File: src/rtl/seven_segment_scanner_pkg.sv
`default_nettype none
// +-----------------------------------------------------------------------------
// | seven_segment_scanner_pkg : shared digit count, FSM encodings, segment bits
// | Rev 1.0
// +-----------------------------------------------------------------------------
package seven_segment_scanner_pkg;

  localparam int NUM_DIGITS = 4;

  typedef enum logic [1:0] {
    ST_IDLE  = 2'd0,
    ST_GUARD = 2'd1,
    ST_SHOW  = 2'd2
  } state_t;

  localparam int SEG_A = 0;
  localparam int SEG_B = 1;
  localparam int SEG_C = 2;
  localparam int SEG_D = 3;
  localparam int SEG_E = 4;
  localparam int SEG_F = 5;
  localparam int SEG_G = 6;

  // A digit above 0 is a leading zero when it and every digit above it are zero.
  function automatic logic isBlanked(input logic [1:0] index, input logic [15:0] value,
                                     input logic lzBlank);
    logic [15:0] upper;
    upper = value >> {index, 2'b00};
    return lzBlank && (index != 2'd0) && (upper == 16'h0000);
  endfunction

endpackage
`default_nettype wire

File: src/rtl/Seven_Segment_Decoder.sv
`default_nettype none
// +-----------------------------------------------------------------------------
// | Seven_Segment_Decoder : hex nibble to active-high segments, one clock latency
// | Rev 1.0
// +-----------------------------------------------------------------------------
module Seven_Segment_Decoder
  import seven_segment_scanner_pkg::*;
(
  input  logic       i_clk,
  input  logic       i_rst,
  input  logic [3:0] i_nibble,
  output logic [6:0] o_segments
);

  logic [6:0] w_pattern;

  always_comb begin
    w_pattern = 7'h00;
    case (i_nibble)
      4'h0: w_pattern = 7'h3F;
      4'h1: w_pattern = 7'h06;
      4'h2: w_pattern = 7'h5B;
      4'h3: w_pattern = 7'h4F;
      4'h4: w_pattern = 7'h66;
      4'h5: w_pattern = 7'h6D;
      4'h6: w_pattern = 7'h7D;
      4'h7: w_pattern = 7'h07;
      4'h8: w_pattern = 7'h7F;
      4'h9: w_pattern = 7'h6F;
      4'hA: w_pattern = 7'h77;
      4'hB: w_pattern = 7'h7C;
      4'hC: w_pattern = 7'h39;
      4'hD: w_pattern = 7'h5E;
      4'hE: w_pattern = 7'h79;
      4'hF: w_pattern = 7'h71;
      default: w_pattern = 7'h00;
    endcase
  end

  always_ff @(posedge i_clk) begin
    if (i_rst) begin
      o_segments <= 7'h00;
    end else begin
      o_segments[SEG_A] <= w_pattern[0];
      o_segments[SEG_B] <= w_pattern[1];
      o_segments[SEG_C] <= w_pattern[2];
      o_segments[SEG_D] <= w_pattern[3];
      o_segments[SEG_E] <= w_pattern[4];
      o_segments[SEG_F] <= w_pattern[5];
      o_segments[SEG_G] <= w_pattern[6];
    end
  end

endmodule
`default_nettype wire

File: src/rtl/seven_segment_scanner.sv
`default_nettype none
// +-----------------------------------------------------------------------------
// | seven_segment_scanner : 4-digit multiplexed display scanner with guard time
// | Rev 1.0
// +-----------------------------------------------------------------------------
module seven_segment_scanner
  import seven_segment_scanner_pkg::*;
#(
  parameter int CLKS_PER_DIGIT = 25000,
  parameter int GUARD_CLKS     = 16
) (
  input  logic        i_clk,
  input  logic        i_rst,
  input  logic        i_enable,
  input  logic [15:0] i_value,
  input  logic        i_load,
  input  logic        i_lz_blank,
  output logic [6:0]  o_segments,
  output logic [3:0]  o_digit_en,
  output logic        o_frame_done
);

  localparam int MAX_CLKS = (CLKS_PER_DIGIT > GUARD_CLKS) ? CLKS_PER_DIGIT : GUARD_CLKS;
  localparam int CNT_W    = $clog2(MAX_CLKS + 1);
  localparam logic [CNT_W-1:0] GUARD_LAST   = CNT_W'(GUARD_CLKS - 1);
  localparam logic [CNT_W-1:0] SHOW_LAST    = CNT_W'(CLKS_PER_DIGIT - 1);
  localparam logic [CNT_W-1:0] SHOW_PRELAST = CNT_W'(CLKS_PER_DIGIT - 2);
  localparam logic [1:0]       LAST_DIGIT   = 2'(NUM_DIGITS - 1);

  state_t           r_state;
  logic [1:0]       r_index;
  logic [CNT_W-1:0] r_count;
  logic [15:0]      r_active;
  logic [15:0]      r_pending;
  logic             r_pendValid;
  logic [3:0]       r_digitEn;
  logic             r_frameDone;

  logic             w_frameStart;
  logic [3:0]       w_nibble;
  logic [6:0]       w_decSeg;

  // Frame start is every entry into GUARD for digit 0.
  assign w_frameStart = i_enable &&
                        ((r_state == ST_IDLE) ||
                         (r_state == ST_SHOW && r_count == SHOW_LAST && r_index == LAST_DIGIT));

  always_ff @(posedge i_clk) begin
    if (i_rst) begin
      r_active    <= 16'h0000;
      r_pending   <= 16'h0000;
      r_pendValid <= 1'b0;
    end else if (w_frameStart) begin
      if (i_load) begin
        r_active  <= i_value;
        r_pending <= i_value;
      end else if (r_pendValid) begin
        r_active  <= r_pending;
      end
      r_pendValid <= 1'b0;
    end else if (i_load) begin
      r_pending   <= i_value;
      r_pendValid <= 1'b1;
    end
  end

  always_ff @(posedge i_clk) begin
    if (i_rst) begin
      r_state     <= ST_IDLE;
      r_index     <= 2'd0;
      r_count     <= '0;
      r_digitEn   <= 4'b0000;
      r_frameDone <= 1'b0;
    end else if (!i_enable) begin
      r_state     <= ST_IDLE;
      r_index     <= 2'd0;
      r_count     <= '0;
      r_digitEn   <= 4'b0000;
      r_frameDone <= 1'b0;
    end else begin
      case (r_state)
        ST_IDLE: begin
          r_state <= ST_GUARD;
          r_index <= 2'd0;
          r_count <= '0;
        end
        ST_GUARD: begin
          if (r_count == GUARD_LAST) begin
            r_state     <= ST_SHOW;
            r_count     <= '0;
            r_digitEn   <= isBlanked(r_index, r_active, i_lz_blank) ? 4'b0000
                                                                   : (4'b0001 << r_index);
            r_frameDone <= (r_index == LAST_DIGIT) && (CLKS_PER_DIGIT == 1);
          end else begin
            r_count <= r_count + 1'b1;
          end
        end
        ST_SHOW: begin
          if (r_count == SHOW_LAST) begin
            r_state     <= ST_GUARD;
            r_count     <= '0;
            r_index     <= r_index + 1'b1;
            r_digitEn   <= 4'b0000;
            r_frameDone <= 1'b0;
          end else begin
            r_count     <= r_count + 1'b1;
            r_frameDone <= (CLKS_PER_DIGIT >= 2) && (r_index == LAST_DIGIT) &&
                           (r_count == SHOW_PRELAST);
          end
        end
        default: begin
          r_state <= ST_IDLE;
        end
      endcase
    end
  end

  // The decoder sees the current digit's nibble throughout GUARD, hiding its latency.
  assign w_nibble = r_active[{r_index, 2'b00} +: 4];

  Seven_Segment_Decoder u_decoder (
    .i_clk      (i_clk),
    .i_rst      (i_rst),
    .i_nibble   (w_nibble),
    .o_segments (w_decSeg)
  );

  assign o_segments   = (r_digitEn != 4'b0000) ? w_decSeg : 7'h00;
  assign o_digit_en   = r_digitEn;
  assign o_frame_done = r_frameDone;

endmodule
`default_nettype wire

File: config.mk
export PLATFORM = sky130hd
export DESIGN_NAME = seven_segment_scanner
export DESIGN_NICKNAME = d
export VERILOG_FILES = /design/src/rtl/seven_segment_scanner_pkg.sv /design/src/rtl/Seven_Segment_Decoder.sv /design/src/rtl/seven_segment_scanner.sv
export SDC_FILE = /design/constraint.sdc
export NUM_CORES = 1
export LEC_CHECK = 0
export CAP_MARGIN = 30
export CORE_AREA = 10 10 84 86
export CTS_CLUSTER_SIZE = 40
export DETAILED_ROUTE_END_ITERATION = 8
export DIE_AREA = 0 0 94 96
export PLACE_DENSITY = 0.82
export REMOVE_ABC_BUFFERS = 1
export SLEW_MARGIN = 10
export SYNTH_ARGS = -nofsm -noshare
export SYNTH_HDL_FRONTEND = slang
export SYNTH_HIERARCHICAL = 1
export SYNTH_SLANG_ARGS = --single-unit
File: constraint.sdc
create_clock -name i_clk -period 7.75 [get_ports i_clk]
set_input_delay 1.55 -clock i_clk [delete_from_list [all_inputs] [get_ports i_clk]]
set_output_delay 1.55 -clock i_clk [all_outputs]
set_load 0.02 [all_outputs]
==> flow_summary.yaml, run 1 <==
status:
  status: "finished, final reports clean"
placement:
  dp_hpwl_mm: 4.51
  dp_cells: 411
  placed_area_um2: 3510
  place_ws_ns: 3.59
  place.gp.congestion: 0.848
  numPortBuffers: 32
synthesis:
  yosys.area_share.xor_xnor_pct: 3.85
  yosysSeqAreaShare_pct: 40.2
  yosys.area_share.simple_pct: 23.3
  async_flop_share_pct: 0
  synth_warnings: 6
  synth_top_family_by_area: "simple AND/OR/NAND/NOR gates"
  synth_area_leaders: "dfxtp_1 40%, ha_1 6.7%, nor2b_1 5.5%"
  synth_edf_count: 0
  yosysTopAreaCell: "dfxtp_1"
  synthFlopType: "dfxtp_1"
  ys_ff_latch: 64
  synthAdderAreaFrac_pct: 6.67
  synthCells: 324
  synth_mux_area_share_pct: 14.8
  synth-compound-area-share_pct: 7.03
  syn_area_um2: 3190
  yosysTopAreaCellShare_pct: 40.2
  synth.distinct_cells: 55
  avgSynthCellArea_um2: 9.84
finish:
  diodes: 0
  instances_no_fill: 429
  n_fill_cell: 429
  nets: 390
  final_cell_mix: "64 x dfxtp_1, 32 x clkdlybuf4s50_1, 29 x nor2_1"
  final_common_cell: "dfxtp_1"
  drive_gt1_share_pct: 9.80
  finalInstanceArea_um2: 3700
  synthToLayoutAreaGrowth_pct: 16.1
sta:
  drv_slew: 0
  setup_violations: 0
  slew-limit-headroom_pct: 45.1
  clock_skew_ns: 0.0105
  finalSetupTns_ns: 0
  fmax_mhz: 293
  fin_ws_ns: 4.33
  rsz0062_at_grt: "false"
  tightest_slew_ns: 0.822
  finalHoldViolations: 0
  period_minus_slack_ns: 3.42
  min_period_over_period_pct: 44.1
floorplan:
  ios: 33
  core_area_um2: 5410
  die_area_um2: 9020
  fp-row-count: 27
  die_y_um: 96
  chipWidth_um: 94
  initial_core_util_pct: 59.0
power_and_ir_drop:
  switchingPower_uw: 160
  vdd_drop_max_v: 0.000124
  sw_frac_of_total_pct: 24.3
  leakage_nw: 1.44
  p_int_uw: 497
  p_comb_share_pct: 9.4
  p_clk_share_pct: 37.8
  seqPwrFrac_pct: 52.8
  powerDensity_nw_per_um2: 178
clock_tree:
  cts.path.max_buffers: 2
  htree_levels: 3
  cts_resized: 0
  clk_pin_slew_ns: 0.06
  tritoncts: "built"
  root_buffer: "clkbuf_8"
  post_cts_buffers: 0
  clock_sinks: 64
  ctsHoldBuffers: 0
  clk_latency_ns: 0.34
  numCtsBuffers: 9
global_routing:
  antenna_found_initial: 0
  grt_pass1_wl_mm: 11.1
  track_usage_pct: 15.2
  grt_max_degree: 43
  grt-ovfl-total: 0
  grt_pass1_vias: 2347
worst_setup_path:
  slowest_stage: "clkdlybuf4s50_1"
  path_class: "flip-flop to primary output"
  cp_cell_sequence: "nor4_1 > clkbuf_2 > nor2b_1 > clkdlybuf4s50_1"
  critPathMaxFanout: 6
  max_stage_delay_ns: 0.54
  required_ns: 6.20
  cp-end-kind: "primary output"
  cp-start-kind: "flip-flop"
  cp.arrival_ns: 1.87
routing:
  dr.pass1.iters: 4
  drtAntennaViolNets: 0
  via_per_inst: 5.61
  totalWireLength_mm: 6.54
  detail_route.wl_per_cell_um: 15.2
  drc: 0
  num_vias: 2406
  drtIter0Drc: 152
worst_hold_path:
  worstHoldPathType: "flip-flop to flip-flop"
run:
  max_cap_violations: 0
## sequential cells by signal (all words and copies together) (netlist names)
register / flops
o_digit_en: 4
o_frame_done: 1
r_active: 16
r_count: 15
r_index: 2
r_pendValid: 1
r_pending: 16
r_state: 2
u_decoder/o_segments: 7
## power groups by stage
stage,clock (mW),combinational [mW],sequential [mW]
2_1_floorplan,0,0.0376,0.352
3_3_place_gp,0,0.0594,0.354
3_5_place_dp,0,0.0609,0.354
4_1_cts,0.251,0.0614,0.347
5_1_grt,0.264,0.0684,0.348
6_report,0.248,0.0620,0.347
## synth_stat cells (2+ instances only)
library cell and number:
o211ai_1 2, nand2b_1 4, nand4_1 4, and3_1 3, dfxtp_1 64, ha_1 17
nor3_1 20, mux2_1 14, o21ai_1 2, nor2b_1 28, a22oi_1 2, xor2_1 5
nor4_1 5, buf_6 2, a21oi_1 6, buf_4 2, nand3b_1 2, nand4b_1 2
xnor2_1 9, nor2_1 29, clkbuf_1 12, or4_1 2, inv_1 11, or4_4 2
mux2_2 3, nand3_1 9, mux4_2 4, mux2_4 2, o21ai_0 2, nand2_1 11
a211oi_1 2, mux2i_1 16, a32o_1 4
## area by class of cell
| type | instances | area (µm²) | area share (%) |
|---|---|---|---|
| Multi-Input combinational cell | 231 | 1770 | 47.9 |
| Sequential cell | 64 | 1280 | 34.6 |
| Timing Repair Buffer | 35 | 348 | 9.40 |
| Clock buffer | 13 | 149 | 4.02 |
| Tap cell | 72 | 90.1 | 2.43 |
| Inverter | 11 | 41.3 | 1.12 |
| Clock inverter | 3 | 17.5 | 0.473 |
## critical path, delay by kind of cell (launching register included)
kind | cells | cell delay (ns)
and+or+nand+nor | 2 | 0.42
buffers and inverters | 2 | 0.77
DFF | 1 | 0.34
## kinds of logic after synthesis
family,Yosys count
compound gates,29
flops,64
mux,39
fa+ha+maj,17
buf+inv,29
simple gates,132
xor+xnor,14
## per-layer routing
| layer | up-vias | global-route usage [%] | share of wire (%) |
|---|---|---|---|
| met5 | - | 0 | 0 |
| met4 | 0 | 7.22 | 1.8 |
| met3 | 14 | 3.74 | 5.3 |
| met2 | 56 | 24.9 | 48 |
| met1 | 1139 | 18.4 | 45 |
| li1 | 1197 | - | - |
## through the flow
step           util, %  hold WS, ns  power [mW]
6_report          68.5        0.474       0.657
5_1_grt           68.5        0.527       0.681
4_1_cts           68.1        0.481       0.659
3_5_place_dp      65.0        0.462       0.415
3_3_place_gp      65.0        0.451       0.413
2_1_floorplan        -        0.465       0.390
## worst paths after layout
kind / to / slack [ns] / depth (start not counted) / from
max reg2reg: r_active[4]$_SDFFE_PP0P_ / 4.76 / 7 / r_state[0]$_SDFFE_PP0P_
max: o_segments[6] / 4.33 / 4 / o_digit_en[0]$_SDFFE_PP0P_
min: o_frame_done$_SDFFE_PP0P_ / 0.47 / 2 / o_frame_done$_SDFFE_PP0P_
min reg2reg: o_frame_done$_SDFFE_PP0P_ / 0.47 / 2 / o_frame_done$_SDFFE_PP0P_
No activity file was read; power rests on OpenSTA's default activity.
==> run 2, diff against run 1 <==
--- a/config.mk
+++ b/config.mk
@@ -6,11 +6,11 @@
 export NUM_CORES = 1
 export LEC_CHECK = 0
 export CAP_MARGIN = 30
-export CORE_AREA = 10 10 84 86
+export CORE_AREA = 10 10 87 89
 export CTS_CLUSTER_SIZE = 40
 export DETAILED_ROUTE_END_ITERATION = 8
-export DIE_AREA = 0 0 94 96
-export PLACE_DENSITY = 0.82
+export DIE_AREA = 0 0 97 99
+export PLACE_DENSITY = 0.77
 export REMOVE_ABC_BUFFERS = 1
 export SLEW_MARGIN = 10
 export SYNTH_ARGS = -nofsm -noshare
==> constraint.sdc (replaced) <==
create_clock -name i_clk -period 3.4 [get_ports i_clk]
set_input_delay 0.68 -clock i_clk [delete_from_list [all_inputs] [get_ports i_clk]]
set_output_delay 0.68 -clock i_clk [all_outputs]
set_load 0.02 [all_outputs]
==> run 2 against run 1 <==
Clock skew fell by 0.0021 ns. First-iteration DRC count fell by 23%. Utilization fell by 3.9 points. Hold slack improved by 0.0038 ns. Clock power rose to 3.0 times the previous value. Via count fell by 1.1%. Sequential share of layout area fell by 0.69 points. Die area rose by 6.4%. Global-route usage fell by 1.6 points. Register-to-register slack got worse by 3.9 ns.
==> flow_summary.yaml, run 2 (synthesis results as in run 1) <==
placement:
  dp_hpwl_mm: 4.66
  numPortBuffers: 32
  place_ws_ns: 0.844
  place.gp.congestion: 0.813
power_and_ir_drop:
  p_int_mw: 1.30
  powerDensity_nw_per_um2: 442
  p_clk_share_pct: 44.2
  seqPwrFrac_pct: 47.3
  leakage_nw: 1.49
  switchingPower_uw: 368
  sw_frac_of_total_pct: 22.1
  vdd_drop_max_v: 0.000340
  p_comb_share_pct: 8.5
worst_setup_path:
  reg2reg_slack_ns: 0.83
  critPathMaxFanout: 16
  cp-startpoint: "r_state[0]$_SDFFE_PP0P_"
  cp-start-kind: "flip-flop"
  path_class: "flip-flop to flip-flop"
  crit_end: "r_active[7]$_SDFFE_PP0P_"
  r2r_cells: 8
  reg2reg_from: "r_state[0]$_SDFFE_PP0P_"
  required_ns: 3.63
  cp.arrival_ns: 2.80
  r2r-end: "r_active[7]$_SDFFE_PP0P_"
  cp-end-kind: "flip-flop"
sta:
  fin_ws_ns: 0.831
  slew-limit-headroom_pct: 57.1
  tightest_slew_ns: 0.643
  min_period_over_period_pct: 75.6
  finalSetupTns_ns: 0
  fmax_mhz: 389
  rsz0062_at_grt: "false"
  period_minus_slack_ns: 2.57
  setup_violations: 0
  finalHoldViolations: 0
  clock_skew_ns: 0.00837
  drv_slew: 0
finish:
  nets: 393
  largestRegisters: "r_active (16), r_pending (16), r_count (15)"
  final_common_cell: "dfxtp_1"
  drive_gt1_share_pct: 10.9
  diodes: 0
  synthToLayoutAreaGrowth_pct: 18.4
  final_cell_mix: "64 x dfxtp_1, 32 x clkdlybuf4s50_1, 29 x nor2_1"
  utilization_pct: 64.5
clock_tree:
  numCtsBuffers: 9
  cts_resized: 0
  clk_latency_ns: 0.35
  tritoncts: "built"
  ctsHoldBuffers: 0
  post_cts_buffers: 0
  clk_pin_slew_ns: 0.06
  clock_sinks: 64
  htree_levels: 3
  root_buffer: "clkbuf_8"
  cts.path.max_buffers: 2
floorplan:
  core_area_um2: 5850
  fp-row-count: 28
  die_y_um: 99
  ios: 33
  initial_core_util_pct: 54.5
  chipWidth_um: 97
  die_area_um2: 9600
run:
  max_cap_violations: 0
routing:
  via_per_inst: 5.48
  drtIter0Drc: 117
  num_vias: 2380
  drtAntennaViolNets: 0
  dr.pass1.iters: 4
  totalWireLength_mm: 6.39
  detail_route.wl_per_cell_um: 14.7
  drc: 0
global_routing:
  antenna_found_initial: 0
  grt_pass1_wl_mm: 10.8
  track_usage_pct: 13.6
  grt-ovfl-total: 0
  grt_max_degree: 41
  grt_pass1_vias: 2253
worst_hold_path:
  hold_depth: 2
  worstHoldPathType: "flip-flop to flip-flop"
  min_from: "o_frame_done$_SDFFE_PP0P_"
status:
  status: "finished, final reports clean"
==> run 2: cell types whose count changed in the layout (fill, tap and decap cells not counted), sizes merged <==
cell / delta
clkinvlp: -1
bufinv: +2
clkinv: -1
buf: +4
clkbuf: -2
==> run 2: power by group through the flow <==
stage	Sequential, mW	Clock (mW)	Combinational [mW]
after floorplan	0.803	0	0.0857
after global placement	0.806	0	0.139
after detailed placement	0.807	0	0.142
after CTS	0.790	0.749	0.143
after global routing	0.793	0.785	0.158
final	0.790	0.737	0.142
==> run 2: stage by stage <==
| step | std cells | hold slack (ns) | total power, mW | cell area, µm² |
|---|---|---|---|---|
| CTS | 434 | 0.478 | 1.68 | 3780 |
| global route | 434 | 0.499 | 1.74 | 3780 |
| global placement | 419 | 0.461 | 0.946 | 3560 |
| finish | 434 | 0.478 | 1.67 | 3780 |
| detailed placement | 419 | 0.469 | 0.950 | 3560 |
| floorplan | 306 | 0.465 | 0.889 | 3100 |
==> run 2: how the worst min path moves through the flow <==
| stage | to |
|---|---|
| after floorplan | r_pending[3]$_SDFFE_PP0P_ |
| after global placement | o_frame_done$_SDFFE_PP0P_ |
| after detailed placement | o_frame_done$_SDFFE_PP0P_ |
| after CTS | o_frame_done$_SDFFE_PP0P_ |
| after global routing | o_frame_done$_SDFFE_PP0P_ |
| final | o_frame_done$_SDFFE_PP0P_ |
==> run 2: final cells by class <==
cell class	instances	area, µm²
tap	75	93.8
multi-input combinational	231	1770
clock buffer	12	155
timing repair buffer	38	365
inverter	11	41.3
sequential	64	1280
clock inverter	3	65.1
fill	478	2070
==> run 2: worst max-delay path, stage by stage, from the launching register on <==
cell	delay [ns]
dfxtp_1	0.33
inv_1	0.09
ha_1	0.30
or3b_2	0.48
nor4_2	0.25
a21oi_1	0.19
nor3b_4	0.20
buf_4	0.26
mux2_1	0.35
==> run 2: layer usage <==
| layer | routed length (µm) | global-route usage, % | vias up |
|---|---|---|---|
| met4 | 162 | 6.47 | 0 |
| met1 | 3030 | 16.9 | 1109 |
| met5 | 0 | 0 | - |
| li1 | - | - | 1210 |
| met2 | 2900 | 20.4 | 47 |
| met3 | 287 | 4.96 | 14 |
